--- src/rtl/hazard_pkg.sv ---
// Shared stage numbering, forward-select encoding and scoreboard entry layout
// for the hazard scoreboard.
package hazard_pkg;

    localparam int ST_EX = 1;
    localparam int ST_ME = 2;
    localparam int ST_WB = 3;

    // fwd_sel value k picks the result sitting in stage k+1; 0 reads the register file
    localparam int FWD_RF = 0;
    localparam int FWD_ME = ST_ME - 1;
    localparam int FWD_WB = ST_WB - 1;

    // Entry fields are sized for pipelines up to 15 stages behind DE
    localparam int SB_W = 4;

    typedef struct packed {
        logic [SB_W-1:0] age;
        logic [SB_W-1:0] lat;
    } sb_entry_t;

    function automatic int fwd_from_age(input int age, input int depth);
        return (age >= 1 && age <= depth - 1) ? age : FWD_RF;
    endfunction

endpackage

--- src/rtl/hazard_scoreboard_sb_entry.sv ---
// One architectural register's in-flight writer: stage age plus that writer's
// result latency. A new issue always replaces the older writer.
module sb_entry
    import hazard_pkg::*;
#(
    parameter int DEPTH = 3
) (
    input  logic            clk,
    input  logic            rst,
    input  logic            set,
    input  logic [SB_W-1:0] set_lat,
    output sb_entry_t       ent
);

    localparam logic [SB_W-1:0] AGE_RETIRE = SB_W'(DEPTH);

    always_ff @(posedge clk or posedge rst) begin
        if (rst) begin
            ent <= '0;
        end else if (set) begin
            ent.age <= SB_W'(ST_EX);
            ent.lat <= set_lat;
        end else if (ent.age == AGE_RETIRE) begin
            ent.age <= '0;
        end else if (ent.age != '0) begin
            ent.age <= ent.age + SB_W'(1);
        end
    end

endmodule

--- src/rtl/hazard_scoreboard.sv ---
// Per-register scoreboard beside decode: stalls DE on unforwardable operands
// and registers the EX operand forward selects.
module hazard_scoreboard
    import hazard_pkg::*;
#(
    parameter int NREGS = 32,
    parameter int NRD   = 2,
    parameter int DEPTH = 3,
    parameter int AW    = $clog2(NREGS),
    parameter int SELW  = $clog2(DEPTH)
) (
    input  logic                      clk,
    input  logic                      rst,
    input  logic                      issue_valid,
    input  logic                      issue_wr,
    input  logic [AW-1:0]             issue_rd,
    input  logic [SELW-1:0]           issue_lat,
    input  logic                      flush,
    input  logic [NRD-1:0]            rs_used,
    input  logic [NRD-1:0][AW-1:0]    rs_addr,
    output logic                      stall,
    output logic                      issue_fire,
    output logic [NRD-1:0][SELW-1:0]  fwd_sel_ex,
    output logic                      busy
);

    localparam logic [SB_W-1:0] LAT_MAX = SB_W'(DEPTH - 1);

    logic [SB_W-1:0]               lat_in;
    logic [SB_W-1:0]               lat_norm;
    sb_entry_t                     ent [NREGS];
    logic [NREGS-1:0]              live;
    logic [NRD-1:0]                haz;
    logic [NRD-1:0][SB_W-1:0]      src_age;
    logic [NRD-1:0][SB_W-1:0]      src_lat;
    logic [NRD-1:0][SELW-1:0]      fwd_nxt;

    // Out-of-range latencies fall back to the slowest forwardable result
    assign lat_in   = SB_W'(issue_lat);
    assign lat_norm = (lat_in == '0 || lat_in > LAT_MAX) ? LAT_MAX : lat_in;

    assign ent[0]  = '0;
    assign live[0] = 1'b0;

    for (genvar r = 1; r < NREGS; r++) begin : g_ent
        sb_entry #(.DEPTH(DEPTH)) u_ent (
            .clk     (clk),
            .rst     (rst),
            .set     (issue_fire && issue_wr && (issue_rd == AW'(r))),
            .set_lat (lat_norm),
            .ent     (ent[r])
        );
        assign live[r] = (ent[r].age != '0);
    end

    // Checks read the pre-issue state, so a self-dependent instruction sees the older writer
    for (genvar p = 0; p < NRD; p++) begin : g_port
        assign src_age[p] = ent[rs_addr[p]].age;
        assign src_lat[p] = ent[rs_addr[p]].lat;
        assign haz[p]     = rs_used[p] && (rs_addr[p] != '0) &&
                            (src_age[p] != '0) && (src_age[p] < src_lat[p]);
        assign fwd_nxt[p] = SELW'(fwd_from_age(int'(src_age[p]), DEPTH));
    end

    assign stall      = issue_valid && !flush && (|haz);
    assign issue_fire = issue_valid && !stall && !flush;
    assign busy       = |live;

    always_ff @(posedge clk or posedge rst) begin
        if (rst) begin
            fwd_sel_ex <= '0;
        end else if (issue_fire) begin
            fwd_sel_ex <= fwd_nxt;
        end else begin
            fwd_sel_ex <= '0;
        end
    end

endmodule

--- config.mk ---
export PLATFORM = sky130hd
export DESIGN_NAME = hazard_scoreboard
export DESIGN_NICKNAME = d
export VERILOG_FILES = /design/src/rtl/hazard_pkg.sv /design/src/rtl/hazard_scoreboard_sb_entry.sv /design/src/rtl/hazard_scoreboard.sv
export SDC_FILE = /design/constraint.sdc
export NUM_CORES = 1
export LEC_CHECK = 0
export CORE_ASPECT_RATIO = 0.7
export CORE_MARGIN = 1.5
export CORE_UTILIZATION = 40
export DETAILED_ROUTE_END_ITERATION = 10
export PLACE_DENSITY = 0.68
export SYNTH_ARGS = -nofsm -noshare
export SYNTH_HDL_FRONTEND = slang
export SYNTH_HIERARCHICAL = 1
export SYNTH_SLANG_ARGS = --single-unit
--- constraint.sdc ---
create_clock -name clk -period 6.05 [get_ports clk]
set_clock_uncertainty 0.05 [all_clocks]
set_input_delay 0.9075 -clock clk [delete_from_list [all_inputs] [get_ports clk]]
set_output_delay 0.9075 -clock clk [all_outputs]
set_load 0.02 [all_outputs]
==> After elaboration in Yosys (flattened, before gate mapping) <==
Cells that the tools add are included.
{ "classes": {"add_sub_neg": 31, "mul": 0, "div_mod_pow": 0, "n_lt_le_gt_ge": 9, "eq_ne": 62, "shifts": 0, "muxes": 103, "n_bitwise": 2, "reduce_logical": 116} }
{ "op_table": {"columns": ["op", "n"], "rows": [
  ["two-way mux 4 bit", 94],
  ["nonzero test 4 bit", 33],
  ["adder 4 x 1 -> 4 bit (second input constant)", 31],
  ["equality test 4 x 2 -> 1 bit (second input constant)", 31],
  ["nonzero test 3 bit", 31],
  ["binary-select mux 8 bit (select 5 bit)", 2],
  ["equality test 5 bit (second input constant)", 16],
  ["logical AND 1 bit", 44],
  ["equality test 5 x 4 -> 1 bit (second input constant)", 8],
  ["two-way mux 8 bit", 4],
  ["OR reduction 31 bit", 1],
  ["equality test 5 x 3 -> 1 bit (second input constant)", 4],
  [">= comparator 6 bit (second input constant)", 2],
  ["NOT 5 -> 6 bit", 2],
  ["equality test 5 x 2 -> 1 bit (second input constant)", 2],
  ["nonzero test 5 bit", 2],
  [">= comparator 4 x 1 -> 1 bit (second input constant)", 2],
  ["less-or-equal comparator 4 x 2 -> 1 bit (second input constant)", 2],
  ["less-than comparator 4 bit", 2],
  ["two-way mux 2 bit", 3],
  ["equality test 5 x 1 -> 1 bit (second input constant)", 1],
  ["zero test 4 bit", 1],
  ["greater-than comparator 2 bit (second input constant)", 1],
  ["zero test 1 bit", 2],
  ["2 further kinds", 2]
]} }
{ "word_totals": {"ff_bits": 252, "latchBits": 0, "ramBits": 0, "rom_bits": 0, "inputBits": 24, "out_inout_bits": 7, "wordCells": 387, "memories": 0} }

==> Logic depth before layout (Yosys ltp) <==
{ "logic_depth": {"word_depth": 15, "mapped_depth": 20, "mapped_depth_nobuf": 15} }

==> Cells and area by module <==
The synthesis kept the hierarchy.
{ "by_module_without_submodules": {"columns": ["module", "n_inst", "cells_per_inst", "area_per_inst_um2", "seq_area_each_um2"], "rows": [
  ["sb_entry", 31, 33, 382.9, 200.2],
  ["hazard_scoreboard", 1, 495, 5217.5, 100.1]
]} }

==> Worst setup path after synthesis <==
Ideal clock, no wire load.
{ "synth_timing": {"path_kind": "input to output", "startpoint": "in rs_addr[0] in the netlist's numbering", "endpoint": "out stall", "arrival_ns": 5.064, "required_time_ns": 5.092, "setup_slack_ns": 0.029, "path_stages": 17, "path_buffers": 6, "cell_sequence": "buf_6 -> buf_4 -> buf_2 -> buf_2 -> buf_1 -> mux4_2 -> mux4_2 -> mux2i_1 -> ha_1 -> a21o_1 -> nand2_1 -> nand4b_1 -> a311oi_1 -> a31oi_1 -> o22ai_4 -> buf_2 -> and2_1"} }
{ "synth_via": {"elab_chain_cells": 9, "word_cells_on_any_way": 12, "classes_between": "1 x order compare; 3 x mux; 1 x bitwise; 7 x reduce/logical"} }
{ "synth_lines": {"columns": ["element", "line_no", "source"], "rows": [
  ["start: declaration", "hazard_scoreboard.sv:20", "input logic [NRD-1:0][AW-1:0] rs_addr,"],
  ["parallel branches: the longest is 6 deep, another holds less-than comparator 4 bit", null, null],
  ["logical AND 1 bit *", "hazard_scoreboard.sv:61", "(src_age[p] != '0) && (src_age[p] < src_lat[p]);"],
  ["OR reduction 2 bit *", "hazard_scoreboard.sv:65", "assign stall = issue_valid && !flush && (|haz);"],
  ["logical AND 1 bit *", "hazard_scoreboard.sv:65", null],
  ["end: declaration", "hazard_scoreboard.sv:21", "output logic stall,"]
]} }
Mark *: on every way between the ends. The select of a mux whose other input is x is not followed.

==> Worst setup path after layout <==
{ "layout_timing": {"startpoint": "in rs_addr[5] in the netlist's numbering", "endpoint": "out stall"} }
The elaborated chain is that of the path after synthesis.

==> key figures <==
Clock network
  • Clock Sinks: 252
  • Clock Latency Late Sink: between 0.5 and 0.6 ns
  • Reg clk slew, reported paths: around 0.060 ns
  • # resized after CTS: 0
  • CTS tree: done
  • CTS Buf Count: 25
  • Postcts setup bufs: 0
  • CTS Hold Bufs: 0
  • Clk buf depth: 3
  • Clock Tree Root: clkbuf_16
  • H-tree level count: 1

Yosys
  • Synthesized flop and latch total: 252
  • Post-synthesis compound-gate area fraction: about 5.6%
  • Xor/xnor share of the synthesized area: 1.59%
  • Synth async-reset ratio: 100%
  • Synth Instances: about 1500
  • Mux share of post-synthesis cell area: about 30%
  • Predominant post-synthesis flop cell: dfrtp_1
  • Post-synth EDFFs: 0
  • Syn avg cell area: ~11 µm²
  • Yosys warns: 6
  • Post-Synth Adder-Cell Area: 4.98%
  • Synth cell types: 63
  • Post-synthesis cell area: 0.0171 mm²
  • Main combinational cell family by area after synthesis: multiplexers
  • Synth Area in Simple Gates: about 15%
  • Seq/Total Area, Yosys: 36.9%

Pwr
  • Lkg Pwr: approximately 8.5 nW
  • Power share of the sequential group: 41.6%
  • Clk network pwr share: a little over a fifth
  • Internal power: ~5 mW
  • Pwr/cell area: between 400 and 500 mW/mm²
  • Psw: ~3.5 mW
  • Max VDD drop: about 0.25 mV
  • Gate power share: around 37%
  • Switching share of power: approximately 41%

Floorplanning
  • Site Rows: 63
  • Die height: roughly 180 µm
  • Die area: around 0.044 mm²
  • Core ar.: roughly 0.042 mm²
  • Ports: 31
  • Die width: ~250 µm
  • Starting Density: roughly 40%

STA
  • Relative slew slack: roughly two fifths
  • Peak Freq: 171 MHz
  • Minimum clock period: a little under 6 ns
  • Fin crit share: between 90% and 100%
  • Slew Viols, Final: 0
  • PnR worst setup slack: 0.213 ns
  • Final Hold Viols: 0
  • Final setup fails: 0
  • RSZ-0062 raised after global routing: false
  • Worst-margin pin slew: 0.914 ns
  • Fin Setup TNS: 0 ns

Finish
  • Sequential Area: around 0.0063 mm²
  • Most frequent cells in the layout: dfrtp_1, mux2_2, nor2_1
  • Layout Nets: 1718
  • Fin util: a little under half
  • Synthesis-to-finish area growth: 13.6%
  • Commonest non-fill, non-tap cell in the layout: dfrtp_1
  • Fillers: ~3800
  • Area of the multi-input gates: between 0.01 and 0.015 mm²
  • Layout cells sized above 1: a little over a quarter

Detailed routing
  • Vias: 13200
  • DRT iter0 DRCs: 1314
  • Post-DR wirelength/cell: 24.7 µm
  • Via/cell ratio: between 6 and 7
  • Detail Route Antenna Nets: 0
  • Remaining DRCs: 0
  • Detailed Route WL: between 50 and 60 mm
  • 1st-pass router iterations: 5

Placed design
  • Placer Congestion: approximately 1.0
  • DPL Wire Length: around 42 mm
  • Number of port buffers: 30
  • Pre-CTS setup slack: 0.255 ns

Global route
  • Largest net degree at the start of global routing: 50
  • Total GRT Usage: about a quarter
  • Remaining Overflow, GRT: 0
  • Vias in the first global route: ~13000
  • Global-route wire length before repair: 81.7 mm
  • Antenna violations before repair: 2

Worst setup path
  • Worst Setup End Kind: output pin
  • Max incr delay on CP: roughly 0.60 ns
  • Setup CP Type: primary input to output pin
  • CP startpoint: rs_addr[5]
  • Reg2reg start: g_ent[3].u_ent/ent[5]
  • Critical Path RT: roughly 5 ns
  • Crit path DAT: 4.88 ns
  • Slowest-stage cell, CP: clkdlybuf4s50_1
  • Critical path, cell by cell: buf_4 -> buf_12 -> mux4_2 -> mux4_2 -> mux2i_1 -> ha_1 -> a21oi_1 -> nor2b_1 -> a2111oi_0 -> o211ai_2 -> o22ai_4 -> and2_1 -> clkdlybuf4s50_1
  • Crit start category: primary input
  • Most used cell, CP: mux4_2
  • Crit path max fanout: 24

Job
  • Number of max-cap violations: 0

Hold path
  • Worst Hold Class: flop to flop
  • Hold Path Origin: g_ent[23].u_ent/ent[1]

Run status
  • Status: finished clean
-- registers in the layout (all words and copies together) (netlist names) --
register         flops
g_ent.u_ent/ent    248
fwd_sel_ex           4
-- stage by stage --
stage	hold WS [ns]	power, mW	cells	area (µm²)
6_report	0.482	8.36	2197	19400
5_1_grt	0.502	8.86	2196	19400
4_1_cts	0.484	8.29	2196	19400
3_5_place_dp	0.467	6.47	2151	18500
3_3_place_gp	0.453	6.28	2151	18500
2_1_floorplan	0.440	5.28	1579	17300
-- routing by layer --
metal  share of wire, %  routed length (µm)  up-vias  global-route usage, %
li1                   -                   -     5755                      -
met3                 12                6520       62                   9.66
met4                2.1                1160        2                   5.68
met1                 44               24000     6782                   35.4
met2                 42               22500      624                   35.5
met5              0.024                  13        -                      0
-- power by group through the flow --
stage                     Combinational [mW]  Sequential [mW]  Clock, mW
final                                   3.08             3.48       1.80
after global routing                    3.43             3.54       1.89
after CTS                               3.05             3.41       1.83
after detailed placement                3.03             3.44          0
after global placement                  2.88             3.40          0
after floorplan                         2.41             2.87          0
-- cell families after synthesis --
kind of cell,count (synthesis)
flip-flops,252
AND/OR/NAND/NOR,470
AO/OA/AOI/OAI,127
buffers and inverters,217
multiplexers,352
XOR/XNOR,31
other,1
adder cells (fa/ha/maj),68
-- cells in the mapped netlist, types with 3 or more instances --
cell type	count	share of area [%]
dfrtp_1	252	37
mux2_2	180	12
nor2_1	176	3.9
inv_1	132	2.9
mux4_2	109	14
ha_1	68	5.0
mux2i_1	62	3.6
nor4_1	58	2.1
buf_2	54	1.6
nand3_1	54	1.6
nand2_1	46	1.0
a21oi_1	37	1.1
and2_1	32	1.2
o221ai_1	32	1.6
nor4b_2	31	2.7
xor2_1	31	1.6
nand2b_1	15	0.55
nor2b_1	14	0.51
clkbuf_1	12	0.26
nand4_1	11	0.40
nor3_1	11	0.32
a22oi_1	9	0.40
a22o_1	8	0.41
buf_1	6	0.13
o211ai_1	6	0.26
a2111oi_0	5	0.26
buf_6	5	0.33
or2_2	5	0.18
buf_4	4	0.18
a211oi_1	3	0.13
a221o_1	3	0.18
a221oi_1	3	0.15
a31oi_1	3	0.11
nor3b_1	3	0.13
o22ai_1	3	0.11
-- path summary, 6_finish.rpt --
path	to	slack, ns	cells after the start
min reg2reg	g_ent[23].u_ent/ent[1]	0.48	1
max in group asynchronous	g_ent[21].u_ent/ent[0]	4.70	3
min	g_ent[23].u_ent/ent[1]	0.48	1
max	stall	0.21	13
min in group asynchronous	fwd_sel_ex[2]	0.90	3
max reg2reg	g_ent[31].u_ent/ent[0]	1.56	15
-- area by class of cell --
class / count / share of cell area, %
clock inverter: 15 / 1.46
tap: 552 / 3.56
sequential: 252 / 32.5
antenna: 1 / 0.0129
timing repair buffer: 103 / 4.71
multi-input combinational: 1110 / 51.8
clock buffer: 30 / 3.37
inverter: 134 / 2.59
-- worst max-delay path: cells and delay by family --
family / cells / cell delay (ns)
AO/OA/AOI/OAI: 4 / 1.12
buffers and inverters: 3 / 1.15
multiplexers: 3 / 1.17
AND/OR/NAND/NOR: 2 / 0.22
adder cells (fa/ha/maj): 1 / 0.27
No activity file was read; power rests on OpenSTA's default activity.
